## src/rtl/xadc_drp_pkg.sv

```systemverilog
// Shared constants, the XADC init table and the writer FSM state type.
package xadc_drp_pkg;

    localparam int unsigned ADDR_W = 7;
    localparam int unsigned DATA_W = 16;

    localparam logic [ADDR_W-1:0] CFG0 = 7'h40;
    localparam logic [ADDR_W-1:0] CFG1 = 7'h41;
    localparam logic [ADDR_W-1:0] SEQ0 = 7'h48;
    localparam logic [ADDR_W-1:0] SEQ1 = 7'h49;

    localparam int unsigned INIT_LEN = 4;
    localparam int unsigned IDX_W    = $clog2(INIT_LEN);

    // Sequencer mode (CFG1) goes last so the channel selects are in place first.
    localparam logic [ADDR_W-1:0] INIT_ADDR [INIT_LEN] = '{CFG0, SEQ0, SEQ1, CFG1};
    localparam logic [DATA_W-1:0] INIT_DATA [INIT_LEN] = '{16'h0000, 16'h4701, 16'h000C, 16'h2000};

    typedef enum logic [2:0] {
        IDLE,
        INIT_WR,
        USER_WR,
        WAIT_WR,
        RD,
        WAIT_RD,
        NEXT
    } state_t;

endpackage

```

## src/rtl/xadc_drp_if.sv

```systemverilog
// DRP bus between a write master and the XADC primitive.
interface xadc_drp_if;
    import xadc_drp_pkg::*;

    logic [ADDR_W-1:0] DADDR;
    logic              DEN;
    logic              DWE;
    logic [DATA_W-1:0] DI;
    logic [DATA_W-1:0] DO;
    logic              DRDY;

    modport master (output DADDR, DEN, DWE, DI, input DO, DRDY);
    modport slave  (input DADDR, DEN, DWE, DI, output DO, DRDY);

endinterface

```

## src/rtl/xadc_drp_timeout.sv

```systemverilog
// DRDY watchdog: reloads on clear, counts down while run, flags expiry at zero.
module xadc_drp_timeout #(
    parameter int unsigned TIMEOUT_CYC = 64
) (
    input  logic clk,
    input  logic rst_n,
    input  logic clear,
    input  logic run,
    output logic expired
);

    localparam logic [7:0] LOAD = 8'(TIMEOUT_CYC - 1);

    logic [7:0] cnt;

    always_ff @(posedge clk or negedge rst_n) begin
        if (!rst_n) begin
            cnt <= '0;
        end else if (clear) begin
            cnt <= LOAD;
        end else if (run && cnt != '0) begin
            cnt <= cnt - 8'd1;
        end
    end

    assign expired = run && (cnt == '0);

endmodule

```

## src/rtl/xadc_drp_writer.sv

```systemverilog
// XADC DRP write master: runs the init table after reset/START, then serves
// single user writes, optionally verifying each write by read-back.
module xadc_drp_writer
    import xadc_drp_pkg::*;
#(
    parameter int unsigned NUM_INIT    = 4,
    parameter int unsigned TIMEOUT_CYC = 64,
    parameter bit          VERIFY      = 1'b1
) (
    input  logic              DCLK,
    input  logic              RESET,
    input  logic              START,
    input  logic              WR_REQ,
    input  logic [ADDR_W-1:0] WR_ADDR,
    input  logic [DATA_W-1:0] WR_DATA,
    output logic              WR_ACK,
    xadc_drp_if.master        drp,
    output logic              BUSY,
    output logic              INIT_DONE,
    output logic              ERR,
    output logic [ADDR_W-1:0] ERR_ADDR
);

    localparam logic [7:0] LAST = 8'(NUM_INIT - 1);

    state_t            state, state_n;
    logic [7:0]        idx, idx_n;
    logic              src_user;
    logic              boot;
    logic [ADDR_W-1:0] addr_q;
    logic [DATA_W-1:0] data_q;
    logic              ld_init, ld_user, fail, ack_n, done_set, clr_status;
    logic              to_run, to_expired;

    always_ff @(posedge DCLK or negedge RESET) begin
        if (!RESET) state <= IDLE;
        else        state <= state_n;
    end

    always_comb begin
        state_n    = state;
        idx_n      = idx;
        ld_init    = 1'b0;
        ld_user    = 1'b0;
        fail       = 1'b0;
        ack_n      = 1'b0;
        done_set   = 1'b0;
        clr_status = 1'b0;
        case (state)
            IDLE: begin
                // Reset leaves boot set so init runs without a START pulse;
                // WR_REQ is ignored in the ack cycle so a held request is not re-served.
                if (START || boot) begin
                    state_n    = INIT_WR;
                    idx_n      = '0;
                    ld_init    = 1'b1;
                    clr_status = 1'b1;
                end else if (WR_REQ && !WR_ACK) begin
                    state_n = USER_WR;
                    ld_user = 1'b1;
                end
            end
            INIT_WR, USER_WR: state_n = WAIT_WR;
            WAIT_WR: begin
                if (drp.DRDY) begin
                    if (VERIFY)        state_n = RD;
                    else if (src_user) begin state_n = IDLE; ack_n = 1'b1; end
                    else               state_n = NEXT;
                end else if (to_expired) begin
                    fail    = 1'b1;
                    state_n = IDLE;
                    ack_n   = src_user;
                end
            end
            RD: state_n = WAIT_RD;
            WAIT_RD: begin
                if (drp.DRDY) begin
                    fail = (drp.DO != data_q);
                    if (src_user)  begin state_n = IDLE; ack_n = 1'b1; end
                    else if (fail) state_n = IDLE;
                    else           state_n = NEXT;
                end else if (to_expired) begin
                    fail    = 1'b1;
                    state_n = IDLE;
                    ack_n   = src_user;
                end
            end
            NEXT: begin
                if (idx == LAST) begin
                    done_set = 1'b1;
                    state_n  = IDLE;
                end else begin
                    idx_n   = idx + 8'd1;
                    ld_init = 1'b1;
                    state_n = INIT_WR;
                end
            end
            default: state_n = IDLE;
        endcase
    end

    always_ff @(posedge DCLK or negedge RESET) begin
        if (!RESET) begin
            idx       <= '0;
            boot      <= 1'b1;
            src_user  <= 1'b0;
            addr_q    <= '0;
            data_q    <= '0;
            WR_ACK    <= 1'b0;
            INIT_DONE <= 1'b0;
            ERR       <= 1'b0;
            ERR_ADDR  <= '0;
        end else begin
            idx    <= idx_n;
            WR_ACK <= ack_n;
            if (ld_init) begin
                boot     <= 1'b0;
                src_user <= 1'b0;
                addr_q   <= INIT_ADDR[idx_n[IDX_W-1:0]];
                data_q   <= INIT_DATA[idx_n[IDX_W-1:0]];
            end
            if (ld_user) begin
                src_user <= 1'b1;
                addr_q   <= WR_ADDR;
                data_q   <= WR_DATA;
            end
            if (clr_status) begin
                ERR       <= 1'b0;
                ERR_ADDR  <= '0;
                INIT_DONE <= 1'b0;
            end
            if (done_set) INIT_DONE <= 1'b1;
            if (fail) begin
                ERR <= 1'b1;
                if (!ERR) ERR_ADDR <= addr_q;
            end
        end
    end

    assign drp.DEN   = (state == INIT_WR) || (state == USER_WR) || (state == RD);
    assign drp.DWE   = (state == INIT_WR) || (state == USER_WR);
    assign drp.DADDR = addr_q;
    assign drp.DI    = data_q;
    assign BUSY      = (state != IDLE);
    assign to_run    = (state == WAIT_WR) || (state == WAIT_RD);

    xadc_drp_timeout #(.TIMEOUT_CYC(TIMEOUT_CYC)) u_timeout (
        .clk     (DCLK),
        .rst_n   (RESET),
        .clear   (drp.DEN),
        .run     (to_run),
        .expired (to_expired)
    );

endmodule

```

## src/flat_wrapper.sv

```systemverilog
// flat-port wrapper written by rule: the top's interface ports become plain ports
module xadc_drp_writer_flat import xadc_drp_pkg::*;
#(
    parameter int unsigned NUM_INIT    = 4,
    parameter int unsigned TIMEOUT_CYC = 64,
    parameter bit          VERIFY      = 1'b1
)
  (DCLK, RESET, START, WR_REQ, WR_ADDR, WR_DATA, WR_ACK, BUSY, INIT_DONE, ERR, ERR_ADDR, drp_DADDR, drp_DEN, drp_DWE, drp_DI, drp_DO, drp_DRDY);
  xadc_drp_if drp_i ();
  input  logic DCLK;
  input  logic RESET;
  input  logic START;
  input  logic WR_REQ;
  input  logic [ADDR_W-1:0] WR_ADDR;
  input  logic [DATA_W-1:0] WR_DATA;
  output logic WR_ACK;
  output logic BUSY;
  output logic INIT_DONE;
  output logic ERR;
  output logic [ADDR_W-1:0] ERR_ADDR;
  output wire logic [$bits(drp_i.DADDR)-1:0] drp_DADDR;
  output wire logic [$bits(drp_i.DEN)-1:0] drp_DEN;
  output wire logic [$bits(drp_i.DWE)-1:0] drp_DWE;
  output wire logic [$bits(drp_i.DI)-1:0] drp_DI;
  input wire logic [$bits(drp_i.DO)-1:0] drp_DO;
  input wire logic [$bits(drp_i.DRDY)-1:0] drp_DRDY;
  assign drp_DADDR = drp_i.DADDR;
  assign drp_DEN = drp_i.DEN;
  assign drp_DWE = drp_i.DWE;
  assign drp_DI = drp_i.DI;
  assign drp_i.DO = drp_DO;
  assign drp_i.DRDY = drp_DRDY;
  xadc_drp_writer #(.NUM_INIT(NUM_INIT), .TIMEOUT_CYC(TIMEOUT_CYC), .VERIFY(VERIFY)) u_core (.DCLK(DCLK), .RESET(RESET), .START(START), .WR_REQ(WR_REQ), .WR_ADDR(WR_ADDR), .WR_DATA(WR_DATA), .WR_ACK(WR_ACK), .drp(drp_i), .BUSY(BUSY), .INIT_DONE(INIT_DONE), .ERR(ERR), .ERR_ADDR(ERR_ADDR));
endmodule
```

## config.mk

```make
export PLATFORM = sky130hd
export DESIGN_NAME = xadc_drp_writer_flat
export DESIGN_NICKNAME = d
export VERILOG_FILES = /design/src/rtl/xadc_drp_pkg.sv /design/src/rtl/xadc_drp_if.sv /design/src/rtl/xadc_drp_timeout.sv /design/src/rtl/xadc_drp_writer.sv /design/src/flat_wrapper.sv
export SDC_FILE = /design/constraint.sdc
export NUM_CORES = 1
export LEC_CHECK = 0
export CAP_MARGIN = 20
export CELL_PAD_IN_SITES_DETAIL_PLACEMENT = 1
export CELL_PAD_IN_SITES_GLOBAL_PLACEMENT = 1
export CORE_MARGIN = 2
export CORE_UTILIZATION = 38
export CTS_CLUSTER_DIAMETER = 200
export DETAILED_ROUTE_END_ITERATION = 10
export PLACE_DENSITY = 0.9
export SLEW_MARGIN = 0
export SYNTH_ARGS = -nofsm -noshare
export SYNTH_HDL_FRONTEND = slang
export SYNTH_SLANG_ARGS = --single-unit
```

## constraint.sdc

```tcl
create_clock -name DCLK -period 7.32 [get_ports DCLK]
set_clock_uncertainty 0.05 [all_clocks]
set_input_delay 1.464 -clock DCLK [delete_from_list [all_inputs] [get_ports DCLK]]
set_output_delay 1.464 -clock DCLK [all_outputs]
set_load 0.1 [all_outputs]
```

==> results of run 1 <==
==> flip-flops by register name (all words and copies together), names as in the netlist, 3 cells and up <==
name                  count
u_core.ERR_ADDR           7
u_core.drp.DADDR          7
u_core.drp.DI            16
u_core.idx                8
u_core.state              3
u_core.u_timeout.cnt      8
==> cells by family after synthesis <==
family                   after synthesis
AND/OR/NAND/NOR                      116
flip-flops                            54
AO/OA/AOI/OAI                         53
XOR/XNOR                              28
buffers and inverters                 25
multiplexers                          11
adder cells (fa/ha/maj)                6
==> routing by layer <==
layer	vias to the layer above	part of all wire	wire, um	track usage
met5	-	0	0	0
met4	0	0.011	83	0.05292
met3	9	0.062	457	0.05171
met2	69	0.49	3604	0.3380
met1	1153	0.44	3207	0.2545
li1	1141	-	-	-
==> cell type report <==
| class | count | share of cell area |
|---|---|---|
| multi-input cells | 214 | 0.3495 |
| clock inverters | 3 | 0.01063 |
| flip-flops and latches | 54 | 0.3591 |
| well taps | 99 | 0.03289 |
| clock buffers | 5 | 0.01827 |
| repair buffers | 82 | 0.2146 |
| inverters | 15 | 0.01495 |
==> final timing paths <==
check | start | endpoint | cells past startpoint | slack, ns
max | u_core.state[2] | drp_DEN | 5 | 3.19
min | u_core.boot | u_core.boot | 1 | 0.45
max reg2reg | u_core.state[1] | u_core.drp.DI[14] | 10 | 4.48
min reg2reg | u_core.boot | u_core.boot | 1 | 0.45
max in group asynchronous | RESET | u_core.drp.DI[7] | 2 | 5.55
min in group asynchronous | RESET | u_core.ERR | 2 | 1.21
==> synthesized netlist by cell type (all sizes together) (2+ instances only) <==
cell type,count
xor2,9
nor2b,2
nand2,59
a21oi,10
mux2i,11
inv,15
a211oi,3
xnor2,19
nand4,11
o211ai,2
ha,6
clkbuf,7
and2,2
and3,4
buf,3
nor3,3
a31oi,3
o21ai,28
nor2,23
nor4,2
dfrtp,53
nand3,4
==> critical path, stage by stage (launching register included) <==
cell and delay, ns:
dfrtp_1 0.50, xnor2_1 0.23, nand2_1 0.10, nand2_1 0.18, inv_1 0.15, clkdlybuf4s50_1 1.14
==> stage by stage <==
step | cell area (um^2) | setup slack, ns | utilization | instances
after floorplan | 2760 | 3.901 | - | 293
final | 3766 | 3.186 | 0.5277 | 472
after CTS | 3766 | 3.167 | 0.5277 | 472
after global routing | 3766 | 2.942 | 0.5277 | 472
after detailed placement | 3657 | 3.357 | 0.5124 | 464
after global placement | 3657 | 3.494 | 0.5124 | 464
==> results.txt, run 1 <==
----------------------------------------------------
[Yosys]
  Synthesized area ... 2760 um^2
  Largest family of logic cells by synthesized area ... simple AND/OR/NAND/NOR gates
  Mean cell area of the mapped netlist ... 9.420 um^2
  Flop and latch count out of synthesis ... 54
  Top-area cell type share of the netlist area ... 0.4805
  Syn nets ... 343
  Post-Synth Simple-Gate Area ... 0.1999
  Multiplexer area fraction after synthesis ... 0.03989
  Gate Count Post-Synth ... 293
  Count of cell types in the netlist ... 44
  Fraction of registers with async set or reset after synthesis ... 1.000
  Number of synthesized flops with an enable pin ... 0
  Adder-cell share of the synthesized area ... 0.02720
  Yosys warns ... 0
  Main area contributors after synthesis ... dfrtp_1 (48%), nand2_1 (8.0%), xnor2_1 (6.0%), o21ai_0 (4.9%), mux2i_1 (4.0%)
  Post-Synth XOR/XNOR Area ... 0.08885
  Library cell occupying the most area in the post-synthesis netlist ... dfrtp_1
  Part of the Yosys area used for sequential elements ... 0.4900
  Predominant post-synthesis flop cell ... dfrtp_1
  Compound-Gate Fraction of Synth Area ... 0.1183

[Floorplan]
  Overall die area ... 7961 um^2
  Count of standard-cell rows ... 31
  Overall die width ... 89.23 um
  Die boundary height ... 89.23 um
  Effective utilization at floorplan ... 0.3867
  CORE AREA ... 7137 um^2
  IO Pins ... 80

[Detailed routing]
  Mean number of vias per cell ... 5.025
  DRC violation total after the first TritonRoute iteration ... 96
  Total DRC errors in the routed layout ... 0
  TritonRoute pass-1 iters ... 4
  Routed wire length ... 7353 um
  Vias after detailed routing ... 2,372
  Post-DRT Antenna Nets ... 0
  Routed WL per cell ... 15.58 um

[Clocking]
  Clock tree from TritonCTS ... built
  Post-cts resize count ... 0
  CTS clock-pin slew for the worst setup and hold paths ... 0.10 ns
  Worst-skew pair later-pin latency ... 0.31 ns
  Hold buffer count at cts ... 0
  TritonCTS Buffers ... 5
  Post-CTS setup buffer count ... 0
  Number of sinks driven by the clock tree ... 54
  CTS max path bufs ... 2
  CTS HTree Levels ... 2
  Clock Tree Root ... clkbuf_8

[Global route]
  Grt ovf ... 0
  Initial antenna violation count ... 0
  Via count of the first global-routing pass ... 2,493
  All-Layer GR Usage ... 0.1998
  Maximum number of pins on one net before global-route repair ... 55
  First-pass GRT wire length ... 12,160 um

[Timing]
  Final hold violation count ... 0
  Worst slew margin relative to its limit ... 0.3192
  Setup repair after global routing missed its margin ... no
  Post-route clock period utilization ... 0.5648
  Number of failing setup endpoints in the final timing report ... 0
  Final min period ... 4.134 ns
  Setup tns final ... 0 ns
  Fin Hold WS ... 0.4537 ns
  Highest attainable clock frequency ... 0.2419 GHz
  Number of pins exceeding their max-slew limit in the final report ... 0
  Actual transition at the worst max-transition pin ... 1.012 ns

[Setup path]
  Critical path fanouts, max ... 10
  Worst Setup End Kind ... primary output
  Critical Setup Path Class ... reg -> out
  Data arrival time at the worst-slack endpoint ... 2.62 ns
  Kind of start point of the critical path ... register
  Required time of the critical path ... 5.81 ns

[Status]
  Run status ... finished clean

[Placement]
  IO Port Bufs ... 79
  RePlAce Congestion ... 0.8910
  Placed wire-length estimate ... 5525 um

[Finish]
  Most common cell after layout, fill and taps aside ... clkdlybuf4s50_1
  Antenna cell count ... 0
  Flip-flop and latch area ... 1353 um^2
  Area growth, synth to finish ... 36.45%
  Highest-count cells in the layout ignoring fill and taps ... clkdlybuf4s50_1 (78), nand2_1 (59), dfrtp_1 (53)
  Number of fill cells ... 835
  Multi-input logic area ... 1316 um^2
  Final-stage net count ... 422
  Fraction of layout cells with a size suffix above 1 ... 0.06434

[Job]
  Count of maximum capacitance violations ... 0

[Hold path]
  Type of the tightest min-delay check ... reg -> reg

----------------------------------------------------
Power of run 1 is left out: the tool's default activity adds up to more than one toggle a clock period on the data nets, which glitch-free logic cannot reach.
==> run 2, diff against run 1 <==
Settings changed: CORE_UTILIZATION 38 to 35, PLACE_DENSITY 0.9 to 0.84.
Clock period 7.32 ns to 4.25 ns, I/O delays scaled along.
==> results.txt, run 2 (synthesis gave the netlist of run 1 again) <==
----------------------------------------------------
[Finish]
  Max reg flops ... 16 (unchanged)
  Highest-count cells in the layout ignoring fill and taps ... clkdlybuf4s50_1 (77), nand2_1 (59), dfrtp_1 (53)
  Number of fill cells ... 893 (+6.9%)
  Fraction of layout cells with a size suffix above 1 ... 0.06952 (+0.005176)
  Antenna cell count ... 0 (unchanged)
  Area growth, synth to finish ... 36.26%
  Final-stage net count ... 423 (+0.24%)
  Post-layout instance area ... 3761 um^2 (-0.13%)
  Most common cell after layout, fill and taps aside ... clkdlybuf4s50_1
  Final Util ... 0.4893 (-0.03844)

[Global route]
  All-Layer GR Usage ... 0.1865 (-0.01322)
  Initial antenna violation count ... 0 (unchanged)
  Maximum number of pins on one net before global-route repair ... 43 (-22%)
  Via count of the first global-routing pass ... 2,559 (+2.6%)
  First-pass GRT wire length ... 12,700 um (+4.4%)
  Grt ovf ... 0 (unchanged)

[Placement]
  RePlAce Congestion ... 0.8263 (-7.3%)
  Area of placed instances ... 3666 um^2 (+0.24%)
  IO Port Bufs ... 79 (unchanged)
  Placed wire-length estimate ... 5846 um (+5.8%)

[Clocking]
  Hold buffer count at cts ... 0 (unchanged)
  Number of sinks driven by the clock tree ... 54 (unchanged)
  Clock tree from TritonCTS ... built
  Worst-skew pair later-pin latency ... 0.31 ns (about the same)
  Post-cts resize count ... 0 (unchanged)
  CTS clock-pin slew for the worst setup and hold paths ... 0.10 ns (about the same)
  Post-CTS setup buffer count ... 0 (unchanged)
  CTS HTree Levels ... 2 (unchanged)
  Clock Tree Root ... clkbuf_8
  CTS max path bufs ... 2 (unchanged)
  TritonCTS Buffers ... 5 (unchanged)

[Detailed routing]
  Routed wire length ... 7722 um (+5.0%)
  Total DRC errors in the routed layout ... 0 (unchanged)
  Vias after detailed routing ... 2,418 (+1.9%)
  Routed WL per cell ... 16.22 um (+4.1%)
  DRC violation total after the first TritonRoute iteration ... 128 (+33%)
  TritonRoute pass-1 iters ... 4 (unchanged)
  Mean number of vias per cell ... 5.080 (+1.1%)
  Post-DRT Antenna Nets ... 0 (unchanged)

[Setup path]
  Register-to-register path setup slack ... 1.45 ns (-3.03 ns)
  Data arrival time at the worst-slack endpoint ... 2.31 ns (-0.31 ns)
  Kind of start point of the critical path ... register
  Endpoint of the worst-slack reg-to-reg timing path ... u_core.drp.DADDR[3]
  Worst Setup End Kind ... primary output
  Required time of the critical path ... 3.35 ns (-2.46 ns)
  Worst reg2reg path depth ... 7 (-3)
  Critical Setup Path Class ... reg -> out
  Critical path fanouts, max ... 9 (-1)
  R2r startpoint ... u_core.idx[4]

[Hold path]
  Count of cells along the worst hold path ... 2 (+1)
  End point of the most critical hold path ... u_core.INIT_DONE
  Hold Path Origin ... u_core.INIT_DONE
  Type of the tightest min-delay check ... reg -> reg

[Timing]
  Post-route clock period utilization ... 0.7543
  Setup tns final ... 0 ns (unchanged)
  Highest attainable clock frequency ... 0.3119 GHz
  Final min period ... 3.206 ns
  Final hold violation count ... 0 (unchanged)
  Number of pins exceeding their max-slew limit in the final report ... 0 (unchanged)
  Actual transition at the worst max-transition pin ... 1.008 ns (-0.004355 ns)
  Number of failing setup endpoints in the final timing report ... 0 (unchanged)
  Setup repair after global routing missed its margin ... no
  Worst slew margin relative to its limit ... 0.3262 (+0.007020)

[Floorplan]
  Die boundary height ... 92.81 um (+4.0%)
  Effective utilization at floorplan ... 0.3590 (-0.02770)
  CORE AREA ... 7687 um^2 (+7.7%)
  Count of standard-cell rows ... 32 (+3.2%)
  Overall die area ... 8613 um^2 (+8.2%)
  Overall die width ... 92.81 um (+4.0%)
  IO Pins ... 80 (unchanged)

[Status]
  Run status ... finished clean

[Job]
  Count of maximum capacitance violations ... 0 (unchanged)

----------------------------------------------------
## run 2: metal layers
metal,track usage,vias up,routed length [um]
met2,0.3213,72,3843
met5,0,-,0
met4,0.04779,0,116
met1,0.2335,1191,3285
li1,-,1147,-
met3,0.04719,8,476
## run 2: cell type report
cell class                 instances  area [um^2]  share of cell area
sequential                        54         1353              0.3596
clock buffer                       6        82.58             0.02196
tap                              102        127.6             0.03393
clock inverter                     2        12.51            0.003327
inverter                          15        56.30             0.01497
timing repair buffer              83        813.3              0.2162
multi-input combinational        214         1316              0.3500
## run 2: how the worst max path moves through the flow
stage          slack [ns]       startpoint                   to  cells past startpoint
2_1_floorplan        1.38  u_core.state[1]  u_core.drp.DADDR[3]                     10
3_3_place_gp         1.01            START  u_core.drp.DADDR[3]                      8
3_5_place_dp         0.93            START  u_core.drp.DADDR[3]                      8
4_1_cts              1.03  u_core.state[1]              drp_DWE                      3
5_1_grt              0.94  u_core.state[1]              drp_DWE                      3
6_report             1.04  u_core.state[1]              drp_DWE                      3
## run 2: stage by stage
step	hold slack [ns]	cells	setup slack, ns
after CTS	0.4620	476	1.026
final	0.4479	476	1.044
after global placement	0.4319	468	1.012
after global routing	0.4912	476	0.9422
after detailed placement	0.4394	468	0.9309
after floorplan	0.4008	293	1.379
## run 2: critical path, cell delays in order (launching register included)
cell             delay (ns)
dfrtp_1                0.50
xnor2_1                0.17
nor2_1                 0.15
clkdlybuf4s50_1        1.17
Power of run 2 is left out for the same reason.
==> run 3, diff against run 2 <==
Clock period 4.25 ns to 3.2 ns, I/O delays scaled along.
==> results.txt, run 3 (synthesis gave the netlist of run 1 again) <==
----------------------------------------------------
[Clocking]
  CTS HTree Levels ... 2 (unchanged)
  CTS clock-pin slew for the worst setup and hold paths ... 0.11 ns (about the same)
  Post-cts resize count ... 0 (unchanged)
  Post-CTS setup buffer count ... 0 (unchanged)
  Clock Tree Root ... clkbuf_8
  Worst-skew pair later-pin latency ... 0.32 ns (about the same)
  Number of sinks driven by the clock tree ... 54 (unchanged)
  Hold buffer count at cts ... 0 (unchanged)
  CTS max path bufs ... 2 (unchanged)
  Clock tree from TritonCTS ... built
  TritonCTS Buffers ... 5 (unchanged)

[Timing]
  Setup repair after global routing missed its margin ... no
  Highest attainable clock frequency ... 0.3829 GHz
  Final min period ... 2.612 ns
  Final hold violation count ... 0 (unchanged)
  Number of failing setup endpoints in the final timing report ... 0 (unchanged)
  Setup tns final ... 0 ns (unchanged)
  Actual transition at the worst max-transition pin ... 0.8535 ns (-0.1540 ns)
  Worst slew margin relative to its limit ... 0.4272 (+0.1010)
  Post-route clock period utilization ... 0.8162
  Number of pins exceeding their max-slew limit in the final report ... 0 (unchanged)

[Detailed routing]
  Routed WL per cell ... 15.50 um (-4.5%)
  Vias after detailed routing ... 2,364 (-2.2%)
  DRC violation total after the first TritonRoute iteration ... 104 (-19%)
  TritonRoute pass-1 iters ... 4 (unchanged)
  Total DRC errors in the routed layout ... 0 (unchanged)
  Mean number of vias per cell ... 4.935 (-2.8%)
  Post-DRT Antenna Nets ... 0 (unchanged)
  Routed wire length ... 7423 um (-3.9%)

[Finish]
  Max reg flops ... 16 (unchanged)
  Most common cell after layout, fill and taps aside ... nand2_1
  Final-stage net count ... 426 (+0.71%)
  Fraction of layout cells with a size suffix above 1 ... 0.1698 (+0.1002)
  Antenna cell count ... 0 (unchanged)
  Area growth, synth to finish ... 34.04%
  Flip-flop and latch area ... 1353 um^2 (unchanged)
  Highest-count cells in the layout ignoring fill and taps ... nand2_1 (59), dfrtp_1 (53), buf_4 (43)
  Multi-input logic area ... 1316 um^2 (unchanged)
  Post-layout instance area ... 3700 um^2 (-1.6%)
  Number of fill cells ... 890 (-0.34%)

[Setup path]
  R2r startpoint ... u_core.idx[4]
  Required time of the critical path ... 2.51 ns (-0.84 ns)
  Critical Setup Path Class ... reg -> out
  Worst reg2reg path depth ... 8 (+1)
  Endpoint of the worst-slack reg-to-reg timing path ... u_core.drp.DADDR[3]
  Data arrival time at the worst-slack endpoint ... 1.92 ns (-0.39 ns)
  Worst Setup End Kind ... primary output
  Critical path fanouts, max ... 9 (unchanged)
  Register-to-register path setup slack ... 0.72 ns (-0.73 ns)
  Kind of start point of the critical path ... register

[Floorplan]
  IO Pins ... 80 (unchanged)
  Effective utilization at floorplan ... 0.3590 (unchanged)
  Overall die width ... 92.81 um (unchanged)
  Overall die area ... 8613 um^2 (unchanged)
  Count of standard-cell rows ... 32 (unchanged)
  CORE AREA ... 7687 um^2 (unchanged)
  Die boundary height ... 92.81 um (unchanged)

[Global route]
  All-Layer GR Usage ... 0.1829 (-0.003662)
  First-pass GRT wire length ... 12,500 um (-1.5%)
  Maximum number of pins on one net before global-route repair ... 43 (unchanged)
  Initial antenna violation count ... 0 (unchanged)
  Via count of the first global-routing pass ... 2,575 (+0.63%)
  Grt ovf ... 0 (unchanged)

[Job]
  Count of maximum capacitance violations ... 0 (unchanged)

[Hold path]
  Type of the tightest min-delay check ... in -> async

[Status]
  Run status ... finished clean

[Placement]
  IO Port Bufs ... 79 (unchanged)
  Area of placed instances ... 3601 um^2 (-1.8%)
  RePlAce Congestion ... 0.7589 (-8.2%)
  Placed wire-length estimate ... 5761 um (-1.4%)

----------------------------------------------------
## run 3: worst max path at each step
stage | slack [ns] | endpoint | from | cells after the start
3_5_place_dp | 0.39 | u_core.drp.DADDR[3] | START | 9
2_1_floorplan | 0.33 | u_core.drp.DADDR[3] | u_core.state[1] | 10
4_1_cts | 0.58 | drp_DEN | u_core.state[1] | 5
5_1_grt | 0.40 | drp_DEN | u_core.state[1] | 5
3_3_place_gp | 0.47 | u_core.drp.DADDR[3] | START | 8
6_report | 0.59 | drp_DEN | u_core.state[1] | 5
## run 3: critical path, cell delays in order, from the launching register on
cell	delay, ns
dfrtp_1	0.51
xnor2_1	0.38
nand2_1	0.09
nand2_1	0.25
inv_1	0.12
buf_4	0.25
## run 3: per-layer routing
metal  GRT usage  part of all wire  up-vias
li1            -                 -     1151
met5           0                 0        -
met4     0.04779             0.014        0
met2      0.3128              0.49       68
met1      0.2272              0.43     1137
met3     0.05126             0.063        8
## run 3: area by class of cell
cell class | instances | share of cell area
Clock buffer | 6 | 0.02232
Clock inverter | 2 | 0.004396
Inverter | 15 | 0.01522
Multi-Input combinational cell | 214 | 0.3558
Sequential cell | 54 | 0.3656
Tap cell | 102 | 0.03449
Timing Repair Buffer | 86 | 0.2022
## run 3: stage by stage
| step | cells | utilization | hold slack, ns | setup slack (ns) |
|---|---|---|---|---|
| floorplan | 293 | - | 0.2944 | 0.3288 |
| global placement | 471 | 0.4684 | 0.4197 | 0.4745 |
| detailed placement | 471 | 0.4684 | 0.4319 | 0.3876 |
| CTS | 479 | 0.4813 | 0.2637 | 0.5791 |
| global route | 479 | 0.4813 | 0.2927 | 0.4035 |
| finish | 479 | 0.4813 | 0.2490 | 0.5881 |
Power of run 3 is left out for the same reason.
